==> src/rtl/key_pkg.sv <==
// Shared types and default timing constants for the push-button debouncer.
package key_pkg;

    typedef enum logic [1:0] {
        IDLE         = 2'd0,
        PRESS_WAIT   = 2'd1,
        PRESSED      = 2'd2,
        RELEASE_WAIT = 2'd3
    } key_state_t;

    // 20 ms at 50 MHz
    localparam int DEBOUNCE_CYCLES_DEF = 1000000;
    // 500 ms hold before the first repeat, then 100 ms between repeats
    localparam int REPEAT_DELAY_DEF    = 25000000;
    localparam int REPEAT_PERIOD_DEF   = 5000000;

endpackage

==> src/rtl/key_debounce_chan.sv <==
// One button channel: 2-flop synchronizer, debounce FSM, registered pulses.
// Optional auto-repeat of the press pulse when KEY_AUTOREPEAT_EN is defined.
//
// state        | meaning
// IDLE         | key accepted as released, waiting for a pressed sample
// PRESS_WAIT   | pressed level seen, counting stable cycles before accepting
// PRESSED      | key accepted as pressed, held high
// RELEASE_WAIT | released level seen, counting stable cycles before accepting
module key_debounce_chan
    import key_pkg::*;
#(
    parameter int DEBOUNCE_CYCLES = DEBOUNCE_CYCLES_DEF
`ifdef KEY_AUTOREPEAT_EN
    ,
    parameter int REPEAT_DELAY    = REPEAT_DELAY_DEF,
    parameter int REPEAT_PERIOD   = REPEAT_PERIOD_DEF
`endif
) (
    input  logic CLOCK_50,
    input  logic resetn,
    input  logic key_n_i,
    output logic press_o,
    output logic release_o,
    output logic held_o
);

    localparam int             CW       = $clog2(DEBOUNCE_CYCLES);
    localparam logic [CW-1:0]  CNT_LAST = CW'(DEBOUNCE_CYCLES - 1);

`ifdef KEY_AUTOREPEAT_EN
    localparam int             RMAX       = (REPEAT_DELAY > REPEAT_PERIOD) ? REPEAT_DELAY : REPEAT_PERIOD;
    localparam int             RW         = $clog2(RMAX + 1);
    // Down-counter reloads; a pulse fires on the cycle after it reaches zero.
    localparam logic [RW-1:0]  RPT_FIRST  = RW'(REPEAT_DELAY - 1);
    localparam logic [RW-1:0]  RPT_NEXT   = RW'(REPEAT_PERIOD - 1);
`endif

    logic          sync1_q, sync2_q;
    key_state_t    state_q, state_d;
    logic [CW-1:0] cnt_q, cnt_d;
    logic          press_q, press_d;
    logic          release_q, release_d;
    logic          held_q, held_d;
`ifdef KEY_AUTOREPEAT_EN
    logic [RW-1:0] rpt_q, rpt_d;
`endif

    // Bring the active-high pressed level into the clock domain.
    always_ff @(posedge CLOCK_50 or negedge resetn) begin
        if (!resetn) begin
            sync1_q <= 1'b0;
            sync2_q <= 1'b0;
        end else begin
            sync1_q <= ~key_n_i;
            sync2_q <= sync1_q;
        end
    end

    // FSM state, counters and registered outputs.
    always_ff @(posedge CLOCK_50 or negedge resetn) begin
        if (!resetn) begin
            state_q   <= IDLE;
            cnt_q     <= '0;
            press_q   <= 1'b0;
            release_q <= 1'b0;
            held_q    <= 1'b0;
`ifdef KEY_AUTOREPEAT_EN
            rpt_q     <= '0;
`endif
        end else begin
            state_q   <= state_d;
            cnt_q     <= cnt_d;
            press_q   <= press_d;
            release_q <= release_d;
            held_q    <= held_d;
`ifdef KEY_AUTOREPEAT_EN
            rpt_q     <= rpt_d;
`endif
        end
    end

    // Next-state and pulse decode; cnt is cleared on every state entry.
    always_comb begin
        state_d   = state_q;
        cnt_d     = cnt_q;
        press_d   = 1'b0;
        release_d = 1'b0;
        held_d    = held_q;
`ifdef KEY_AUTOREPEAT_EN
        rpt_d     = rpt_q;
`endif
        case (state_q)
            IDLE: begin
                if (sync2_q) begin
                    state_d = PRESS_WAIT;
                    cnt_d   = '0;
                end
            end
            PRESS_WAIT: begin
                if (!sync2_q) begin
                    state_d = IDLE;
                    cnt_d   = '0;
                end else if (cnt_q == CNT_LAST) begin
                    state_d = PRESSED;
                    cnt_d   = '0;
                    press_d = 1'b1;
                    held_d  = 1'b1;
`ifdef KEY_AUTOREPEAT_EN
                    rpt_d   = RPT_FIRST;
`endif
                end else begin
                    cnt_d = cnt_q + CW'(1);
                end
            end
            PRESSED: begin
                if (!sync2_q) begin
                    state_d = RELEASE_WAIT;
                    cnt_d   = '0;
`ifdef KEY_AUTOREPEAT_EN
                    rpt_d   = '0;
                end else if (rpt_q == '0) begin
                    press_d = 1'b1;
                    rpt_d   = RPT_NEXT;
                end else begin
                    rpt_d = rpt_q - RW'(1);
`endif
                end
            end
            RELEASE_WAIT: begin
                if (sync2_q) begin
                    // Bounce back to pressed: no pulse, repeat timing restarts.
                    state_d = PRESSED;
                    cnt_d   = '0;
`ifdef KEY_AUTOREPEAT_EN
                    rpt_d   = RPT_FIRST;
`endif
                end else if (cnt_q == CNT_LAST) begin
                    state_d   = IDLE;
                    cnt_d     = '0;
                    release_d = 1'b1;
                    held_d    = 1'b0;
                end else begin
                    cnt_d = cnt_q + CW'(1);
                end
            end
            default: begin
                state_d = IDLE;
                cnt_d   = '0;
                held_d  = 1'b0;
            end
        endcase
    end

    assign press_o   = press_q;
    assign release_o = release_q;
    assign held_o    = held_q;

endmodule

==> src/rtl/key_debounce.sv <==
// Debounces N_KEYS active-low push-buttons into clean press/release pulses
// and a held level. Define KEY_AUTOREPEAT_EN to add press auto-repeat.
module key_debounce
    import key_pkg::*;
#(
    parameter int N_KEYS          = 4,
    parameter int DEBOUNCE_CYCLES = DEBOUNCE_CYCLES_DEF
`ifdef KEY_AUTOREPEAT_EN
    ,
    parameter int REPEAT_DELAY    = REPEAT_DELAY_DEF,
    parameter int REPEAT_PERIOD   = REPEAT_PERIOD_DEF
`endif
) (
    input  logic              CLOCK_50,
    input  logic              resetn,
    input  logic [N_KEYS-1:0] key_n_i,
    output logic [N_KEYS-1:0] press_o,
    output logic [N_KEYS-1:0] release_o,
    output logic [N_KEYS-1:0] held_o
);

    // Independent identical channels, no arbitration between them.
    for (genvar g = 0; g < N_KEYS; g++) begin : g_chan
        key_debounce_chan #(
            .DEBOUNCE_CYCLES (DEBOUNCE_CYCLES)
`ifdef KEY_AUTOREPEAT_EN
            ,
            .REPEAT_DELAY    (REPEAT_DELAY),
            .REPEAT_PERIOD   (REPEAT_PERIOD)
`endif
        ) u_chan (
            .CLOCK_50  (CLOCK_50),
            .resetn    (resetn),
            .key_n_i   (key_n_i[g]),
            .press_o   (press_o[g]),
            .release_o (release_o[g]),
            .held_o    (held_o[g])
        );
    end

endmodule

==> config.mk <==
export PLATFORM = sky130hd
export DESIGN_NAME = key_debounce
export DESIGN_NICKNAME = d
export VERILOG_FILES = /design/src/rtl/key_pkg.sv /design/src/rtl/key_debounce_chan.sv /design/src/rtl/key_debounce.sv
export SDC_FILE = /design/constraint.sdc
export NUM_CORES = 1
export LEC_CHECK = 0
export CORE_UTILIZATION = 42
export DETAILED_ROUTE_END_ITERATION = 16
export PLACE_DENSITY = 0.68
export SLEW_MARGIN = 20
export SYNTH_ARGS = -nofsm -noshare
export SYNTH_HDL_FRONTEND = slang
export SYNTH_SLANG_ARGS = --single-unit
export TNS_END_PERCENT = 5
==> constraint.sdc <==
create_clock -name CLOCK_50 -period 1.8 [get_ports CLOCK_50]
set_input_delay 0.36 -clock CLOCK_50 [delete_from_list [all_inputs] [get_ports CLOCK_50]]
set_output_delay 0.36 -clock CLOCK_50 [all_outputs]
set_load 0.02 [all_outputs]
==> out/metrics.sh, run 1 <==
FIRST_GLOBAL_VIAS=4727
GR-TOTAL-OVERFLOW=0
NUMBER_OF_DIODES_ADDED_FOR_ANTENNA_FIXING=0
CLOCK_SINK_COUNT=108
LARGEST_NET_DEGREE_AT_THE_START_OF_GLOBAL_ROUTING=109
CRIT_PATH_FROM='g_chan[2].u_chan.cnt_q[8]'
SYNTH_TOP_FLOP_CELL='dfrtp_1'
TIMING.MAX_CAP.VIOLATIONS=0
COREAREA_SQ_UM=12800
VIAS_PER_CELL=5.71
CRITICAL_PATH.CELL_CHAIN='or4_4 > nor4_4 > buf_4 > buf_6 > nand3_2 > mux2_2'
POST-ROUTE-UTIL=0.561
WL_PER_CELL_UM=14.8
CP.ARRIVAL_PS=2260
CP_LAUNCH_TYPE='flop'
REPORT.FINAL.SETUP_VIOL=47
INITIAL_ANTENNA_VIOLATION_COUNT=0
AREAGROWTHSYNTHTOFINISH_PCT=28.7
DPL.HPWL_UM=8310
LEAKAGE_uW=0.00310
DIE_W_UM=117
NETLIST_TOP_CELLS_COUNT='108 x dfrtp_1, 56 x a31oi_1, 55 x nand2_1'
MAXSLEWVIOLCOUNT=0
WORST-SLEW-PIN-TRANSITION_PS=598
FINAL_HOLD_VIOL_COUNT=0
DP.CELLS=836
FP.DIEAREA_SQ_UM=13700
CLASS_OF_THE_TIGHTEST_HOLD_OR_REMOVAL_CHECK='in -> async'
RUN_STATUS='complete, but fails checks'
REPLACE_CONGESTION=0.870
CLK_PIN_SLEW_WORST_PATHS_PS=70
IR_DROP_V=0.000594
RR_STARTPOINT='g_chan[2].u_chan.cnt_q[8]'
YOSYSUNIQUECELLTYPES=56
DETAILROUTE.VIA_COUNT=4930
CTSROOTBUFFERMASTER='clkbuf_16'
MAX_STAGE_DELAY_PS=550
CTS_INSERTED_BUFFERS=9
YS_SEQ_ELEMENTS=108
VIOLATIONS='setup timing'
YOSYS.AREA.TOP_TYPE_SHARE=0.485
SYNTH.LARGEST_AREA_CELL='dfrtp_1'
PWR_DENSITY_CELL_nW_PER_UM2=757
SLOWEST_CELL_ON_CRIT_PATH='or4_4'
STARTING_DENSITY_OF_THE_CORE=0.436
CRITICAL_PATH_PEAK_FANOUT=5
CRITICAL_PATH.N_BUFFERS_INVERTERS=2
SYNTH_MOST_COMMON_CELL='dfrtp_1'
SETUP_SLACK_AFTER_LAYOUT_PS=-221
YOSYSWARNINGCOUNT=0
GRT_FIRST_PASS_WIRELENGTH_UM=21600
POST-ROUTE-PERIOD-UTIL=1.12
YS_TOP_CELLS_BY_AREA='dfrtp_1 48%, a31oi_1 6.3%, nand3_1 4.3%'
CRITICAL_PATH.TOP_DELAY_FAMILY='simple AND/OR/NAND/NOR gates'
YOSYSSEQAREASHARE=0.485
ASYNCSETRESETFLOPFRACSYNTH=1.00
FP.DIEH_UM=117
WORSTSKEWPAIRLATENCY_PS=350
FINAL_CELLS=864
REMAINING_DRC_ERRORS=0
SYN_NETS=596
ROUTE.ANTENNA.REMAINING_NETS=0
F_MAX_MHz=495
WL_UM=12800
CTS_TREE='built'
PORTBUFFERS=17
END_KIND='flop'
CLOCK_SKEW_PS=6.71
DETAILEDROUTE.FIRSTITERATIONVIOLATIONS=313
CLOCK_TREE.HTREE_LEVEL_COUNT=3
CP_DATA_REQUIRED_TIME_PS=2040
NETS=697
SYNTH_EDF_COUNT=0
SYNTH_CELLS=586
DRTPASS1ITERATIONS=4
MAXSLEWHEADROOM=0.601
PLACEMENT_ROWS=41
CRITICALPATHCATEGORY='reg -> reg'
GRT_SETUP_UNREPAIRED='yes'
SYNTHESIS.AREA_PER_INSTANCE_SQ_UM=9.51
BOUNDARYPINS=18
POST_ROUTE_CELLS_DRIVE_ABOVE_1_SHARE=0.275
NETLIST_AREA_PRE_PLACE_SQ_UM=5570
TRACK_USAGE=0.200
CLOCK_PATH_BUFFERS=2
FINAL.MIN_CLOCK_PERIOD_PS=2020
==> kinds of logic (layout without fill, tap and decap cells) <==
logic type,after synthesis,after routing,share of synthesized area
AOI/OAI and AO/OA,172,173,0.197
xor gates and xnor gates,5,5,0.00786
adders and majority gates,4,4,0.00898
buffers and inverters,53,158,0.0501
DFF,108,108,0.485
muxes,9,9,0.0171
and+or+nand+nor,235,235,0.234
==> flip-flops by register name (all words and copies together) (netlist names), named ones only <==
| register | count |
|---|---|
| g_chan.u_chan.sync1_q | 4 |
| g_chan.u_chan.sync2_q | 4 |
| g_chan.u_chan.release_o | 4 |
| g_chan.u_chan.held_o | 4 |
| g_chan.u_chan.cnt_q | 80 |
| g_chan.u_chan.state_q | 4 |
| g_chan.u_chan.press_o | 4 |
==> power by group <==
part           leakage, uW  internal [uW]  total, uW  switching, uW
Combinational      0.00150            404        958            554
Clock             0.000124            937       1850            912
Sequential         0.00147           2520       2620           95.5
Total              0.00310           3860       5430           1560
==> timing repair <==
item | in CTS | in global routing
gates resized for setup | 25 | 35
hold buffers | 0 | 0
hold endpoints to repair | 0 | 0
pin swaps | 13 | 13
setup buffers | 3 | 6
setup endpoints to repair | 77 | 84
gates cloned | 2 | 1
==> final cells by class <==
| type | count | area (sq um) |
|---|---|---|
| clock buffers | 10 | 229 |
| clock inverters | 6 | 41.3 |
| fillers | 1126 | 5600 |
| inverters | 18 | 67.6 |
| multi-input cells | 426 | 2880 |
| flip-flops and latches | 108 | 2700 |
| well taps | 172 | 215 |
| repair buffers | 124 | 1040 |
==> final timing paths <==
kind                                              end  slack (ps)  depth (start not counted)
max in group asynchronous  g_chan[3].u_chan.cnt_q[15]        1270                          2
hold / removal             g_chan[2].u_chan.cnt_q[10]          50                          2
hold reg to reg              g_chan[3].u_chan.sync2_q         350                          0
setup / recovery                                 flop        -220                          6
setup reg to reg                                 flop        -220                          6
min in group CLOCK_50        g_chan[3].u_chan.sync2_q         350                          0
==> routing by layer <==
layer  GRT usage  up-vias  part of all wire  wire, um
li1            -     2394                 -         -
met1       0.259     2436              0.47      5960
met2       0.330       86              0.49      6210
met3      0.0515       14             0.035       453
met4      0.0599        0             0.013       164
met5           0        -                 0         0
==> through the flow <==
step	hold WS, ps	setup slack (ps)	area [sq um]	power, uW	TNS (ps)
2_1_floorplan	64.4	-122	5600	3180	-3110
3_3_place_gp	339	-175	6530	3480	-4090
5_1_grt	121	-276	7170	5700	-9330
3_5_place_dp	342	-231	6530	3510	-6460
6_report	51.3	-221	7170	5430	-6010
4_1_cts	102	-227	6950	5440	-5590
==> cell usage in the layout (no fill, tap or decap), types with 5 or more instances in the layout <==
cell type and n:
clkdlybuf4s50_1 16, inv_1 18, a22o_1 6, nand2_1 55, xor2_1 5, clkbuf_16 9, a41oi_2 8, o21ai_1 5
buf_6 9, nor4_2 6, nand2b_1 13, a21oi_2 9, a31oi_1 55, nor2_1 27, nor3_1 9, o21ai_0 17
dfrtp_1 108, a41oi_1 9, nand4_1 17, a21oi_1 36, nand3_1 42, mux2i_1 5, nand3_2 5, buf_4 94
and3_1 11
Note: power is estimated with default switching activity, not from simulation.
==> inputs of run 2 (changes only) <==
Settings changed: CORE_UTILIZATION 42 to 40, PLACE_DENSITY 0.68 to 0.66, SKIP_LAST_GASP set to 1.
==> out/metrics.sh, run 2 (synthesis gave the netlist of run 1 again) <==
TIMING.RR.END='g_chan[1].u_chan.cnt_q[17]'
CTS_INSERTED_BUFFERS=9
WL_PER_CELL_UM=14.3
SEQ_POWER_SHARE=0.483
LEAKAGE_uW=0.00303
CTS_TREE='built'
FP.DIEAREA_SQ_UM=14400
DPL.HPWL_UM=8420
TRACK_USAGE=0.186
AREAGROWTHSYNTHTOFINISH_PCT=23.8
POST-ROUTE-PERIOD-UTIL=1.11
FINAL_CELLS=859
MOSTFREQUENTLAYOUTCELLS='107 x dfrtp_1, 93 x buf_4, 56 x a31oi_1'
POST-ROUTE-UTIL=0.515
GR-TOTAL-OVERFLOW=0
FP.DIEH_UM=120
PWR_DENSITY_CELL_nW_PER_UM2=782
WORSTSKEWPAIRLATENCY_PS=360
RUN_STATUS='complete, but fails checks'
STARTING_DENSITY_OF_THE_CORE=0.416
FILLERS=1205
POWER.COMBINATIONAL.FRACTION=0.165
CLOCK_SINK_COUNT=108
SETUP_SLACK_AFTER_LAYOUT_PS=-201
CRITICAL_PATH_PEAK_FANOUT=4
CLOCK_SKEW_PS=5.03
SETUP_TNS_PS=-5160
REGISTER_RANKED_FIRST_BY_FLIP_FLOP_COUNT='g_chan.u_chan.cnt_q'
REMAINING_DRC_ERRORS=0
IR_DROP_V=0.000726
LARGEST_NET_DEGREE_AT_THE_START_OF_GLOBAL_ROUTING=103
DP.CELLS=840
CTSROOTBUFFERMASTER='clkbuf_16'
NUMBER_OF_DIODES_ADDED_FOR_ANTENNA_FIXING=0
POST_ROUTE_CELLS_DRIVE_ABOVE_1_SHARE=0.218
CP.ARRIVAL_PS=2250
CP_DATA_REQUIRED_TIME_PS=2050
CLASS_OF_THE_TIGHTEST_HOLD_OR_REMOVAL_CHECK='reg -> reg'
P_SW_FRAC=0.281
FINAL.MIN_CLOCK_PERIOD_PS=2000
WORST-SLEW-PIN-TRANSITION_PS=548
DRTPASS1ITERATIONS=4
HOLDPATHEND='g_chan[3].u_chan.sync2_q'
COREAREA_SQ_UM=13400
CLOCK_TREE.HTREE_LEVEL_COUNT=3
DETAILROUTE.VIA_COUNT=4881
GRT_SETUP_UNREPAIRED='yes'
TIMING.REG2REG.WORST_PATH_DEPTH=5
F_MAX_MHz=500
BOUNDARYPINS=18
LARGEST_REGISTER_FF_COUNT=80
PORTBUFFERS=17
PLACEMENT_ROWS=42
MAXSLEWVIOLCOUNT=0
CP_LAUNCH_TYPE='flop'
DIE_W_UM=120
PWR-SHARE-CLK=0.351
FF2FF_SETUP_SLACK_PS=-200
GRT_FIRST_PASS_WIRELENGTH_UM=21500
INTERNAL-POWER_uW=3880
FIRST_GLOBAL_VIAS=4691
NETS=688
REPORT.FINAL.SETUP_VIOL=54
VIAS_PER_CELL=5.68
REPLACE_CONGESTION=0.814
LEADING_CELL_TYPE_IN_THE_LAYOUT_FILL_AND_TAPS_EXCLUDED='dfrtp_1'
CRITICALPATHCATEGORY='reg -> reg'
MAXSLEWHEADROOM=0.635
WORST_HOLD_STARTPOINT='g_chan[3].u_chan.sync1_q'
WORSTHOLDPATHCELLS=0
DETAILEDROUTE.FIRSTITERATIONVIOLATIONS=368
ROUTE.ANTENNA.REMAINING_NETS=0
INITIAL_ANTENNA_VIOLATION_COUNT=0
CLOCK_PATH_BUFFERS=2
TIMING.MAX_CAP.VIOLATIONS=0
END_KIND='flop'
POWER_SWITCHING_uW=1520
VIOLATIONS='setup timing'
WL_UM=12300
RR_STARTPOINT='g_chan[1].u_chan.cnt_q[12]'
FINAL_HOLD_VIOL_COUNT=0
CLK_PIN_SLEW_WORST_PATHS_PS=70
## run 2: layout make-up
class	count	area (sq um)	share of cell area
repair buffers	116	971	0.141
flip-flops and latches	108	2700	0.392
clock buffers	11	243	0.0352
clock inverters	5	36.3	0.00526
well taps	176	220	0.0319
multi-input cells	425	2660	0.385
inverters	18	67.6	0.00980
## run 2: how the worst max path moves through the flow
stage / cells past startpoint / endpoint / from / slack, ps
2_1_floorplan: 6 / g_chan[1].u_chan.cnt_q[5] / g_chan[1].u_chan.cnt_q[12] / -120
3_3_place_gp: 5 / g_chan[1].u_chan.cnt_q[5] / g_chan[1].u_chan.cnt_q[12] / -130
3_5_place_dp: 6 / g_chan[1].u_chan.cnt_q[19] / g_chan[1].u_chan.cnt_q[12] / -180
4_1_cts: 6 / g_chan[1].u_chan.cnt_q[19] / g_chan[1].u_chan.cnt_q[12] / -180
5_1_grt: 6 / g_chan[1].u_chan.cnt_q[12] / g_chan[1].u_chan.cnt_q[12] / -270
6_report: 5 / g_chan[1].u_chan.cnt_q[17] / g_chan[1].u_chan.cnt_q[12] / -200
## run 2: repair_timing
action	in CTS	in global routing
endpoints found under the hold margin	6	0
endpoints found under the setup margin	64	96
hold buffers	1	0
pin swaps	0	2
resized for setup	0	11
buffers inserted	2	0
## run 2: power by group through the flow
stage,combinational [uW],sequential [uW],clock [uW]
after global placement,829,2640,0
after floorplan,517,2660,0
after global routing,997,2620,2060
final,892,2610,1900
after detailed placement,857,2650,0
after CTS,881,2600,1970
## run 2: critical path, cell delays in order, from the launching register on
cell and delay, ps:
dfrtp_1 380, or4_4 550, nor4b_4 360, a21oi_2 140
and3_1 200, a211o_1 260
## run 2: metrics by stage
stage / total power (uW) / instance area (sq um) / hold slack [ps] / setup WS, ps
2_1_floorplan: 3180 / 5600 / 64.4 / -122
3_3_place_gp: 3470 / 6540 / 180 / -130
3_5_place_dp: 3510 / 6540 / 182 / -178
4_1_cts: 5450 / 6850 / 352 / -179
5_1_grt: 5680 / 6900 / 355 / -274
6_report: 5390 / 6900 / 349 / -201
## run 2: routing by layer
| metal | wire length (um) | global-route usage | up-vias |
|---|---|---|---|
| li1 | - | - | 2383 |
| met4 | 163 | 0.0570 | 0 |
| met5 | 0 | 0 | - |
| met3 | 381 | 0.0480 | 14 |
| met1 | 5730 | 0.234 | 2405 |
| met2 | 5980 | 0.312 | 79 |
